$ cat config.mk
export PLATFORM = sky130hd
export DESIGN_NAME = seg_scan_ctrl
export DESIGN_NICKNAME = d
export VERILOG_FILES = /design/src/rtl/seg_pkg.sv /design/src/rtl/seg_scan_timer.sv /design/src/rtl/seg_scan_ctrl.sv
export SDC_FILE = /design/constraint.sdc
export NUM_CORES = 1
export LEC_CHECK = 0
export CAP_MARGIN = 0
export CORE_MARGIN = 2
export CORE_UTILIZATION = 44
export DETAILED_ROUTE_END_ITERATION = 10
export PLACE_DENSITY = 0.71
export SYNTH_ARGS = -nofsm -noshare
export SYNTH_HDL_FRONTEND = slang
export SYNTH_SLANG_ARGS = --single-unit
$ cat constraint.sdc
create_clock -name clk -period 1.8 [get_ports clk]
set_input_delay 0.18 -clock clk [delete_from_list [all_inputs] [get_ports clk]]
set_output_delay 0.18 -clock clk [all_outputs]
set_load 0.05 [all_outputs]
$ cat src/rtl/seg_pkg.sv
// Shared constants and helpers for the multiplexed 7-segment scan controller.
package seg_pkg;

    localparam int   BCD_W     = 4;
    localparam logic ANODE_OFF = 1'b1;
    localparam logic DOT_OFF   = 1'b1;

    // Minimum number of bits needed to index 'value' items.
    function automatic int clog2(input int value);
        int width;
        width = 0;
        for (int i = 0; i < 31; i++) begin
            if ((32'sd1 <<< i) < value) begin
                width = i + 1;
            end
        end
        return width;
    endfunction

endpackage

$ cat src/rtl/seg_scan_timer.sv
// Refresh timebase: prescaler, digit counter, 16-step sub-slot index and frame pulse.
module seg_scan_timer
    import seg_pkg::*;
#(
    parameter int NUM_DIGITS = 4,
    parameter int PRESCALE   = 50000,
    parameter int CNT_W      = 16,
    parameter int DIG_W      = clog2(NUM_DIGITS)
) (
    input  logic             clk,
    input  logic             rst_n,
    output logic [3:0]       sub,
    output logic [DIG_W-1:0] digit_idx,
    output logic             boundary,
    output logic             frame_tick
);

    localparam logic [CNT_W-1:0] PRESC_LAST = CNT_W'(PRESCALE - 1);
    localparam logic [CNT_W-1:0] SLOT_LAST  = CNT_W'((PRESCALE / 16) - 1);
    localparam logic [DIG_W-1:0] DIG_LAST   = DIG_W'(NUM_DIGITS - 1);

    logic [CNT_W-1:0] presc_r;
    logic [CNT_W-1:0] slot_cnt_r;
    logic [3:0]       sub_r;
    logic [DIG_W-1:0] digit_r;
    logic             frame_tick_r;

    logic [CNT_W-1:0] presc_nxt_s;
    logic [CNT_W-1:0] slot_cnt_nxt_s;
    logic [3:0]       sub_nxt_s;
    logic [DIG_W-1:0] digit_nxt_s;
    logic             presc_wrap_s;
    logic             boundary_s;

    // Next-state logic; sub tracks presc / (PRESCALE/16) with a slot counter instead of a divider.
    always_comb begin
        presc_nxt_s    = presc_r;
        slot_cnt_nxt_s = slot_cnt_r;
        sub_nxt_s      = sub_r;
        digit_nxt_s    = digit_r;
        presc_wrap_s   = (presc_r == PRESC_LAST);
        boundary_s     = presc_wrap_s && (digit_r == DIG_LAST);

        if (presc_wrap_s) begin
            presc_nxt_s    = '0;
            slot_cnt_nxt_s = '0;
            sub_nxt_s      = 4'd0;
            if (digit_r == DIG_LAST) begin
                digit_nxt_s = '0;
            end else begin
                digit_nxt_s = digit_r + DIG_W'(1);
            end
        end else begin
            presc_nxt_s = presc_r + CNT_W'(1);
            if (slot_cnt_r == SLOT_LAST) begin
                slot_cnt_nxt_s = '0;
                sub_nxt_s      = sub_r + 4'd1;
            end else begin
                slot_cnt_nxt_s = slot_cnt_r + CNT_W'(1);
            end
        end
    end

    // Timebase state registers.
    always_ff @(posedge clk or negedge rst_n) begin
        if (!rst_n) begin
            presc_r      <= '0;
            slot_cnt_r   <= '0;
            sub_r        <= 4'd0;
            digit_r      <= '0;
            frame_tick_r <= 1'b0;
        end else begin
            presc_r      <= presc_nxt_s;
            slot_cnt_r   <= slot_cnt_nxt_s;
            sub_r        <= sub_nxt_s;
            digit_r      <= digit_nxt_s;
            frame_tick_r <= boundary_s;
        end
    end

    assign sub        = sub_r;
    assign digit_idx  = digit_r;
    assign boundary   = boundary_s;
    assign frame_tick = frame_tick_r;

endmodule

$ cat src/rtl/seg_scan_ctrl.sv
// Multiplexed 7-segment scan controller with tear-free shadow loading,
// leading-zero blanking, per-digit dots and 16-level brightness PWM.
module seg_scan_ctrl
    import seg_pkg::*;
#(
    parameter int  NUM_DIGITS = 4,
    parameter int  PRESCALE   = 50000,
    parameter int  CNT_W      = 16,
    localparam int DIG_W      = clog2(NUM_DIGITS)
) (
    input  logic                        clk,
    input  logic                        rst_n,
    input  logic                        enable,
    input  logic [BCD_W*NUM_DIGITS-1:0] data_in,
    input  logic [NUM_DIGITS-1:0]       dp_in,
    input  logic                        load,
    input  logic                        lz_en,
    input  logic [3:0]                  brightness,
    output logic [NUM_DIGITS-1:0]       anode,
    output logic                        dot,
    output logic [3:0]                  nibble,
    output logic [DIG_W-1:0]            digit_idx,
    output logic                        pending,
    output logic                        frame_tick
);

    localparam int DATA_W = BCD_W * NUM_DIGITS;
    localparam logic [NUM_DIGITS-1:0] ANODE_ALL_OFF = {NUM_DIGITS{ANODE_OFF}};
    // Digit 0 sits on the most significant anode bit.
    localparam logic [NUM_DIGITS-1:0] FIRST_SEL = {1'b1, {(NUM_DIGITS-1){1'b0}}};

    logic [3:0]            sub_s;
    logic [DIG_W-1:0]      digit_idx_s;
    logic                  boundary_s;
    logic                  frame_tick_s;

    logic [DATA_W-1:0]     shadow_data_r;
    logic [NUM_DIGITS-1:0] shadow_dp_r;
    logic [DATA_W-1:0]     active_data_r;
    logic [NUM_DIGITS-1:0] active_dp_r;
    logic                  pending_r;

    logic [NUM_DIGITS-1:0] anode_r;
    logic                  dot_r;
    logic [3:0]            nibble_r;

    logic [NUM_DIGITS-1:0] blank_s;
    logic                  zero_run_s;
    logic [DATA_W-1:0]     data_shift_s;
    logic [3:0]            cur_nibble_s;
    logic                  cur_dp_s;
    logic                  cur_blank_s;
    logic                  lit_s;
    logic [NUM_DIGITS-1:0] anode_nxt_s;
    logic                  dot_nxt_s;

    seg_scan_timer #(
        .NUM_DIGITS (NUM_DIGITS),
        .PRESCALE   (PRESCALE),
        .CNT_W      (CNT_W),
        .DIG_W      (DIG_W)
    ) u_timer (
        .clk        (clk),
        .rst_n      (rst_n),
        .sub        (sub_s),
        .digit_idx  (digit_idx_s),
        .boundary   (boundary_s),
        .frame_tick (frame_tick_s)
    );

    // Shadow/active data path: new data only reaches the display at a frame boundary.
    always_ff @(posedge clk or negedge rst_n) begin
        if (!rst_n) begin
            shadow_data_r <= '0;
            shadow_dp_r   <= '0;
            active_data_r <= '0;
            active_dp_r   <= '0;
            pending_r     <= 1'b0;
        end else if (boundary_s) begin
            // A load landing on the boundary itself bypasses the shadow.
            if (load) begin
                active_data_r <= data_in;
                active_dp_r   <= dp_in;
                pending_r     <= 1'b0;
            end else if (pending_r) begin
                active_data_r <= shadow_data_r;
                active_dp_r   <= shadow_dp_r;
                pending_r     <= 1'b0;
            end
        end else if (load) begin
            shadow_data_r <= data_in;
            shadow_dp_r   <= dp_in;
            pending_r     <= 1'b1;
        end
    end

    // Leading-zero mask: a digit blanks while every digit up to it is a plain zero.
    always_comb begin
        blank_s    = '0;
        zero_run_s = 1'b1;
        for (int k = 0; k < NUM_DIGITS; k++) begin
            zero_run_s = zero_run_s
                       & (active_data_r[k*BCD_W +: BCD_W] == 4'd0)
                       & ~active_dp_r[k];
            blank_s[k] = lz_en & zero_run_s & (k < NUM_DIGITS - 1);
        end
    end

    // Current-digit selection, PWM gating and next output values.
    always_comb begin
        data_shift_s = active_data_r >> {digit_idx_s, 2'b00};
        cur_nibble_s = data_shift_s[BCD_W-1:0];
        cur_dp_s     = active_dp_r[digit_idx_s];
        cur_blank_s  = blank_s[digit_idx_s];
        lit_s        = enable & (sub_s <= brightness) & ~cur_blank_s;
        anode_nxt_s  = ANODE_ALL_OFF;
        dot_nxt_s    = DOT_OFF;

        if (lit_s) begin
            anode_nxt_s = ~(FIRST_SEL >> digit_idx_s);
        end else begin
            anode_nxt_s = ANODE_ALL_OFF;
        end

        if (lit_s && cur_dp_s) begin
            dot_nxt_s = ~DOT_OFF;
        end else begin
            dot_nxt_s = DOT_OFF;
        end
    end

    // Registered output stage so the anode lines never glitch.
    always_ff @(posedge clk or negedge rst_n) begin
        if (!rst_n) begin
            anode_r  <= ANODE_ALL_OFF;
            dot_r    <= DOT_OFF;
            nibble_r <= 4'd0;
        end else begin
            anode_r  <= anode_nxt_s;
            dot_r    <= dot_nxt_s;
            nibble_r <= cur_nibble_s;
        end
    end

    assign anode      = anode_r;
    assign dot        = dot_r;
    assign nibble     = nibble_r;
    assign digit_idx  = digit_idx_s;
    assign pending    = pending_r;
    assign frame_tick = frame_tick_s;

endmodule

=== After elaboration in Yosys (flattened, before gate mapping) ===
Index checks and enable logic that the tools add are counted.

* Register bits after elaboration: 89
* Bits in latches: 0
* Bits in writable memories: 0
* Memory bits (read-only): 0
* Bits of input ports: 29
* Output and inout port bits: 13
* Word-level logic and storage cells: 68
* Memories: 0

* $add $sub $neg: 4
* $mul: 0
* Div/mod/pow operators: 0
* $lt $le $gt $ge: 2
* Equal/unequal tests: 3
* Shift-type cells: 2
* Muxes and demuxes: 18
* Bitwise gates (word level): 16
* Reductions and logical operators: 10

{| class="wikitable"
|+ Operator list
! cell !! number
|-
| 2-to-1 mux 16 bit || 5
|-
| adder 16 x 1 -> 16 bit, second input constant || 2
|-
| 2-to-1 mux 4 bit || 5
|-
| == test 16 x 12 -> 1 bit, second input constant || 1
|-
| == test 16 bit, second input constant || 1
|-
| right shift 16 x 4 -> 4 bit || 1
|-
| logical NOT 4 bit || 3
|-
| bitwise AND 1 bit || 10
|-
| nonzero test 2 bit || 3
|-
| 2-to-1 mux 1 bit || 5
|-
| NOT 1 bit || 5
|-
| adder 4 x 1 -> 4 bit, second input constant || 1
|-
| binary-select mux 1 bit (select 2 bit) || 2
|-
| <= comparator 4 bit || 1
|-
| NOT 4 bit || 1
|-
| AND reduction 2 bit || 2
|-
| right shift 4 x 2 -> 4 bit, first input constant || 1
|-
| < comparator 2 x 3 -> 1 bit, second input constant || 1
|-
| adder 2 x 1 -> 2 bit, second input constant || 1
|-
| == test 2 bit, second input constant || 1
|-
| logical AND 1 bit || 2
|-
| 2-to-1 mux 2 bit || 1
|}

=== Depth between registers and ports, before layout ===
Gate-level depths: netlist of run 1.

* Depth after elaboration: 13
* Mapped depth: 8
* Depth with buffers taken out: 6

=== Modules after synthesis ===
A second synthesis of run 1 with hierarchy kept.

* Cells, all modules: 358
* Area total of the unflattened synthesis: 4,262.8 µm²

{| class="wikitable"
|+ By module, submodules not included
! module !! times used !! cells an instance !! area an instance (µm²) !! sequential area each (µm²)
|-
| seg_scan_ctrl || 1 || 178 || 2,270.9 || 1,257.5
|-
| seg_scan_timer || 1 || 180 || 1,991.9 || 975.9
|}

=== Worst setup path before layout of run 1 ===
No wires, ideal clock.

* Path kind: register to register
* Start point: register u_timer.presc_r[7]
* End point: register shadow_data_r[0]
* Arrival: 1.826 ns
* Slack: -0.151 ns
* Cell stages (with the launch flop): 6
* Cell sequence: dfrtp_1 > or4b_1 > nor4_4 > a21boi_1 > buf_6 > mux2_4

* Word-level cells in the longest chain between the ends: 4

{| class="wikitable"
|+ RTL lines
! element !! line !! RTL
|-
| from (decl) || seg_scan_timer.sv:22 || <nowiki>logic [CNT_W-1:0] presc_r;</nowiki>
|-
| from (signal assigned) || seg_scan_timer.sv:73 || <nowiki>presc_r <= presc_nxt_s;</nowiki>
|-
| == test 16 bit || seg_scan_timer.sv:41 || <nowiki>presc_wrap_s = (presc_r == PRESC_LAST);</nowiki>
|-
| logical AND 1 bit || seg_scan_timer.sv:42 || <nowiki>boundary_s = presc_wrap_s && (digit_r == DIG_LAST);</nowiki>
|-
| NOT 1 bit (no source line) || n/a ||
|-
| AND reduction 2 bit (no source line) || n/a ||
|-
| to (signal assigned) || seg_scan_ctrl.sv:91 || <nowiki>shadow_data_r <= data_in;</nowiki>
|-
| to (decl) || seg_scan_ctrl.sv:37 || <nowiki>logic [DATA_W-1:0] shadow_data_r;</nowiki>
|}

Every way passes these cells.
A chain may end at the register's enable or synchronous reset.

=== Worst setup path after layout of run 1 ===
* Start point: register u_timer.presc_r[5]
* End point: register u_timer.slot_cnt_r[4]

* Word-level cells in the longest chain between the ends: 2

{| class="wikitable"
|+ RTL lines
! element !! line !! RTL
|-
| == test 16 bit || seg_scan_timer.sv:41 ||
|-
| 2-to-1 mux 16 bit || seg_scan_timer.sv:44 || <nowiki>if (presc_wrap_s) begin</nowiki>
|-
| net u_timer.slot_cnt_nxt_s[4] || seg_scan_timer.sv:29 || <nowiki>logic [CNT_W-1:0] slot_cnt_nxt_s;</nowiki>
|-
| to (signal assigned) || seg_scan_timer.sv:74 || <nowiki>slot_cnt_r <= slot_cnt_nxt_s;</nowiki>
|-
| to (decl) || seg_scan_timer.sv:23 || <nowiki>logic [CNT_W-1:0] slot_cnt_r;</nowiki>
|}

The timed path passes the listed nets, and every way through them passes these cells.

==> flow_summary.ini, run 1 <==
[outcome]
status = finished, violations left
violations = setup timing

[synthesis]
synth_top_area_share_pct = 47.5
synth-main-ff-cell = dfrtp_1
synth-seq-cells = 89
synth_area_um2 = 4430
yosysMostFrequentCell = dfrtp_1
synth_edf_count = 0
ys_types = 42
netlist_top_cells_area = dfrtp_1 (47%), mux2_4 (13%), mux2_2 (5.1%)
syn-num-nets = 386
yosysSeqAreaShare_pct = 50.5
ys_async_sr_fraction_pct = 100
syn_avg_cell_area_um2 = 12.8
ys.warnings.count = 0
synthCells = 345
yosysTopAreaCell = dfrtp_1
synth_commonest_cells = dfrtp_1 (84), mux2_4 (39), nor2_1 (38)

[sta]
drv_slew = 0
setup_violations = 67
period_minus_slack_ns = 1.95
rsz0062_at_grt = yes
relSlewSlack_pct = 66.4
worst_pin_slew_ns = 0.502
hold_viol_final = 0
worst_slack_ns = -0.147
skew_ns = 0.00972
period_share_pct = 108
clock.fmax_ghz = 0.514
fin_tns_setup_ns = -7.23

[floorplanning]
rows = 36
dieHeight_um = 104
die_x_um = 104
start_util_pct = 45.3
ios = 42
die_area_um2 = 10900
coreArea_um2 = 9770

[finish]
finalInstanceArea_um2 = 5550
antenna_cells = 0
syn_to_final_growth_pct = 25.5
seqCellArea_um2 = 2230
n_fill_cell = 828
drive_above_1_share_pct = 33.4
nets = 467
multi_input_area_um2 = 2090

[power]
power_uw = 3770
power.leakage_uw = 0.00261
p_per_area_nw_per_um2 = 680
peakVddDrop_mv = 0.419

[drt]
vias_per_cell = 5.19
dr.pass1.iters = 4
drt_drc_violations_left = 0
vias = 2926
antenna_left = 0
wirelength_um = 8960
wl_met3_um = 256
top_layer = met4
wl_per_cell_um = 15.9
wl_met2_um = 4390
drtIter0Drc = 144
drt-met1-wl_um = 4210

[worst_setup_path]
start_kind = flop
required_ns = 2.05
crit_type = flop to flop
worstPathMaxFanout = 8
max_stage_delay_ns = 0.53
cpMaxStageDelayCell = or4bb_4
worstRegToRegCells = 7
cp-end-kind = flop
cpMostUsedCell = buf_4
arrival_ns = 2.20
crit_chain = buf_4, or4bb_4, nor4_4, buf_4, nand2b_4, buf_12, nor2_1

[cts]
cts_num_sinks = 89
insertion_delay_ns = 0.36
clk_pin_slew_worst_paths_ns = 0.09
cts_buffers = 9
clockRootBuffer = clkbuf_8
clk_path_buf_depth = 2
cts_tree = built
htreeDepth = 3

[placed_design]
place.gp.congestion = 0.841
place_area_um2 = 5240
port_buffers = 41
place.detailed.hpwl_um = 6070

[run]
cap_violations = 0

[grt]
antenna_found_initial = 0
first_global_vias = 3070
grt_max_degree = 90
grt_overflow = 0
grt_usage_pct = 17.4
grt_first_pass_wirelength_um = 15400

[worst_hold_path]
worstHoldPathType = input pin to asynchronous set/reset pin
[timing repair]
item | 4_1_cts | 5_1_grt
hold endpoints to repair | 84 | 0
buffers inserted | 3 | 2
pin swaps | 0 | 1
cloned | 1 | 0
endpoints found under the setup margin | 59 | 71
hold buffers | 1 | 0
resized for setup | 9 | 4
[flip-flops by register name (all words and copies together) (netlist names)]
register            cells
u_timer.sub             4
active_data_r          16
shadow_dp_r             4
u_timer.slot_cnt_r     16
shadow_data_r          16
nibble                  4
u_timer.presc_r        16
u_timer.digit_idx       2
anode                   4
u_timer.frame_tick      1
active_dp_r             4
dot                     1
pending                 1
[power by group]
group	switching, µW	total, µW	internal (µW)	leakage, µW
clock network	753	1400	651	0.0000885
registers	24.1	2070	2050	0.00114
logic	117	301	184	0.00138
[per-stage QoR]
stage	setup slack, ns	hold WS (ns)	utilization (%)	instances
after global routing	-0.211	0.442	56.8	564
after detailed placement	-0.131	0.260	53.6	541
final	-0.147	0.387	56.8	564
after floorplan	-0.0711	-0.116	-	345
after global placement	-0.0834	0.255	53.6	541
after CTS	-0.153	0.419	56.5	562
[worst paths after layout]
path                                               end             startpoint  slack (ns)
max in group asynchronous           u_timer.frame_tick                  rst_n        1.03
worst max-delay path             u_timer.slot_cnt_r[4]     u_timer.presc_r[5]       -0.15
worst max register to register   u_timer.slot_cnt_r[4]     u_timer.presc_r[5]       -0.15
min in group clk                     shadow_data_r[15]            data_in[15]        0.46
worst min register to register   u_timer.slot_cnt_r[0]  u_timer.slot_cnt_r[0]        0.51
worst min-delay path            u_timer.slot_cnt_r[11]                  rst_n        0.39
[layer usage]
| layer | track usage (%) | vias up |
|---|---|---|
| met3 | 3.38 | 8 |
| li1 | - | 1380 |
| met4 | 4.83 | 0 |
| met5 | 0 | - |
| met1 | 24.0 | 1483 |
| met2 | 28.1 | 55 |
[cells in the final DEF (no fill, tap or decap), types with 3 or more instances in the layout]
cell type,n
dfrtp_1,84
mux2_4,39
nor2_1,38
buf_4,37
clkdlybuf4s50_1,33
xnor2_1,24
mux2_2,20
inv_1,14
nand2_1,13
ha_1,12
nand3_1,10
nor4_1,10
nand4_1,9
clkbuf_8,9
nor3_1,6
buf_12,6
xor2_1,5
mux4_2,5
dfstp_2,5
o211ai_1,4
clkinvlp_4,4
buf_6,4
mux2i_1,3
[logic make-up after synthesis]
logic type / share of synthesized area, %
and+or+nand+nor: 13.5
muxes: 21.5
DFF: 50.5
buffers and inverters: 3.17
AOI/OAI and AO/OA: 2.23
xor gates and xnor gates: 5.74
adders and majority gates: 3.39
[worst max-delay path: cells and delay by family, from the launching register on]
family | cells | cell delay (ns)
simple gates | 4 | 1.02
buf+inv | 3 | 0.42
flops | 1 | 0.40
[cell type report]
| type | instances | area share [%] |
|---|---|---|
| tap | 133 | 3.00 |
| multi-input combinational | 230 | 37.6 |
| sequential | 89 | 40.2 |
| inverter | 14 | 0.946 |
| timing repair buffer | 82 | 14.6 |
| clock inverter | 7 | 1.40 |
| clock buffer | 9 | 2.23 |
Power figures use the tool's default switching activity.
==> run 2, diff against run 1 <==
--- a/config.mk
+++ b/config.mk
@@ -10,6 +10,7 @@
 export CORE_UTILIZATION = 44
 export DETAILED_ROUTE_END_ITERATION = 10
 export PLACE_DENSITY = 0.71
+export SKIP_LAST_GASP = 1
 export SYNTH_ARGS = -nofsm -noshare
 export SYNTH_HDL_FRONTEND = slang
 export SYNTH_SLANG_ARGS = --single-unit
==> results of run 2 <==
The final DEF is identical to that of run 1; final timing and power are the same.
==> run 3, diff against run 2 <==
--- a/config.mk
+++ b/config.mk
@@ -10,6 +10,7 @@
 export CORE_UTILIZATION = 44
 export DETAILED_ROUTE_END_ITERATION = 10
 export PLACE_DENSITY = 0.71
+export SETUP_SLACK_MARGIN = 0.05
 export SKIP_LAST_GASP = 1
 export SYNTH_ARGS = -nofsm -noshare
 export SYNTH_HDL_FRONTEND = slang
==> run 3 against run 2 <==
Net effect: worst hold slack worse by 0.074 ns; highest routed layer unchanged; the run still ends with setup timing left; cell area increased by 5.0%; cell count rose by 0.18%; sequential share of layout area is 1.9 points lower; global-route usage grew 0.65 points; sequential cell count is the same; sequential power about the same; largest power group unchanged.
==> flow_summary.ini, run 3 (synthesized netlist as in run 1, its figures left out) <==
[outcome]
status = finished, violations left
violations = setup timing

[grt]
first_global_vias = 3069
grt_overflow = 0
grt_first_pass_wirelength_um = 15700
antenna_found_initial = 0
grt_max_degree = 35
grt_usage_pct = 18.1

[finish]
antenna_cells = 0
n_fill_cell = 792
mostFrequentLayoutCell = dfrtp_1
seqCellArea_um2 = 2230
syn_to_final_growth_pct = 31.7
multi_input_area_um2 = 2260
mostFrequentLayoutCells = dfrtp_1 (84), mux2_4 (40), buf_4 (36)
layout.cells.non_filler = 565
nets = 469
fin_util_pct = 59.7
drive_above_1_share_pct = 39.4

[power]
p_per_area_nw_per_um2 = 698
internal_power_uw = 3200
seqPwrFrac_pct = 50.9
swShare_pct = 21.4
power.leakage_uw = 0.00271
peakVddDrop_mv = 0.415
pwr-share-clk_pct = 41.0
p_comb_share_pct = 8.1
p_switching_uw = 871

[floorplanning]
coreArea_um2 = 9770
die_x_um = 104
ios = 42
rows = 36
die_area_um2 = 10900
dieHeight_um = 104
start_util_pct = 45.3

[sta]
period_minus_slack_ns = 1.98
setup_violations = 70
skew_ns = 0.0148
hold_viol_final = 0
worst_slack_ns = -0.183
rsz0062_at_grt = yes
relSlewSlack_pct = 66.1
whs_ns = 0.313
fin_tns_setup_ns = -9.69
period_share_pct = 110
worst_pin_slew_ns = 0.507
clock.fmax_ghz = 0.504
drv_slew = 0

[run]
cap_violations = 0

[worst_setup_path]
max_stage_delay_ns = 0.56
cp-end-kind = flop
required_ns = 2.05
cpMaxStageDelayCell = or4b_4
start_kind = flop
worstPathMaxFanout = 5
crit_chain = or4b_4, nor4_4, buf_4, a21boi_4, clkbuf_16, mux2_4
arrival_ns = 2.23
crit_type = flop to flop

[drt]
drtIter0Drc = 95
antenna_left = 0
vias = 2927
wirelength_um = 9590
dr.pass1.iters = 4
wl_per_cell_um = 17.0
vias_per_cell = 5.18
drt_drc_violations_left = 0

[placed_design]
dp_cells = 541
place.gp.congestion = 0.836
place.detailed.hpwl_um = 6350
port_buffers = 41

[cts]
clk_pin_slew_worst_paths_ns = 0.09
cts_num_sinks = 89
insertion_delay_ns = 0.36
clockRootBuffer = clkbuf_8
cts_tree = built
cts_buffers = 9
clk_path_buf_depth = 2
htreeDepth = 3

[worst_hold_path]
worstHoldPathType = input pin to asynchronous set/reset pin
-- run 3: cell count changes in the layout (fill, tap and decap cells not counted), sizes merged --
| cell | before | now |
|---|---|---|
| bufinv | 1 | 3 |
| clkinvlp | 4 | 0 |
| clkinv | 0 | 2 |
| inv | 16 | 14 |
| buf | 48 | 47 |
| clkbuf | 9 | 13 |
-- run 3: timing repair --
action | 4_1_cts | 5_1_grt
buffers inserted | 1 | 3
endpoints found under the hold margin | 29 | 0
gates resized for setup | 2 | 51
pin swaps | 0 | 18
endpoints found under the setup margin | 70 | 72
cloned | 0 | 4
hold buffers | 1 | 0
-- run 3: final timing paths --
path	slack [ns]	to	startpoint	cells past startpoint
setup reg to reg	-0.18	shadow_data_r[8]	u_timer.presc_r[5]	6
min in group clk	0.46	shadow_dp_r[0]	dp_in[0]	2
hold / removal	0.31	u_timer.slot_cnt_r[13]	rst_n	2
hold reg to reg	0.51	active_data_r[14]	active_data_r[14]	1
setup / recovery	-0.18	shadow_data_r[8]	u_timer.presc_r[5]	6
max in group asynchronous	0.88	anode[1]	rst_n	3
-- run 3: power by group through the flow --
stage	logic, µW	clock network (µW)	registers, µW
finish	330	1670	2070
global route	356	1790	2080
CTS	318	1700	2070
detailed placement	314	0	2110
global placement	305	0	2110
floorplan	156	0	2110
-- run 3: routing by layer --
metal  vias to the layer above  global-route usage (%)  share of wire (%)
li1                       1383                       -                  -
met1                      1479                    24.6                 46
met2                        48                    29.1                 49
met3                        17                    3.07                2.9
met4                         0                    6.47                2.3
met5                         -                       0                  0
-- run 3: cell type report --
| cell class | count | share of cell area, % |
|---|---|---|
| multi-input cells | 230 | 38.7 |
| flip-flops and latches | 89 | 38.3 |
| repair buffers | 84 | 15.1 |
| well taps | 133 | 2.85 |
| clock buffers | 10 | 2.36 |
| clock inverters | 5 | 1.78 |
| inverters | 14 | 0.901 |
-- run 3: critical path, delay by kind of cell, from the launching register on --
family / cells / cell delay, ns
compound gates: 1 / 0.10
flops: 1 / 0.40
mux: 1 / 0.30
simple gates: 2 / 0.70
buf+inv: 2 / 0.37
-- run 3: stage by stage --
stage / total power, µW / cell area, µm² / worst slack, ns
finish: 4070 / 5830 / -0.183
floorplan: 2260 / 4440 / -0.0711
global placement: 2410 / 5250 / -0.0966
CTS: 4090 / 5530 / -0.187
detailed placement: 2420 / 5250 / -0.139
global route: 4220 / 5830 / -0.241
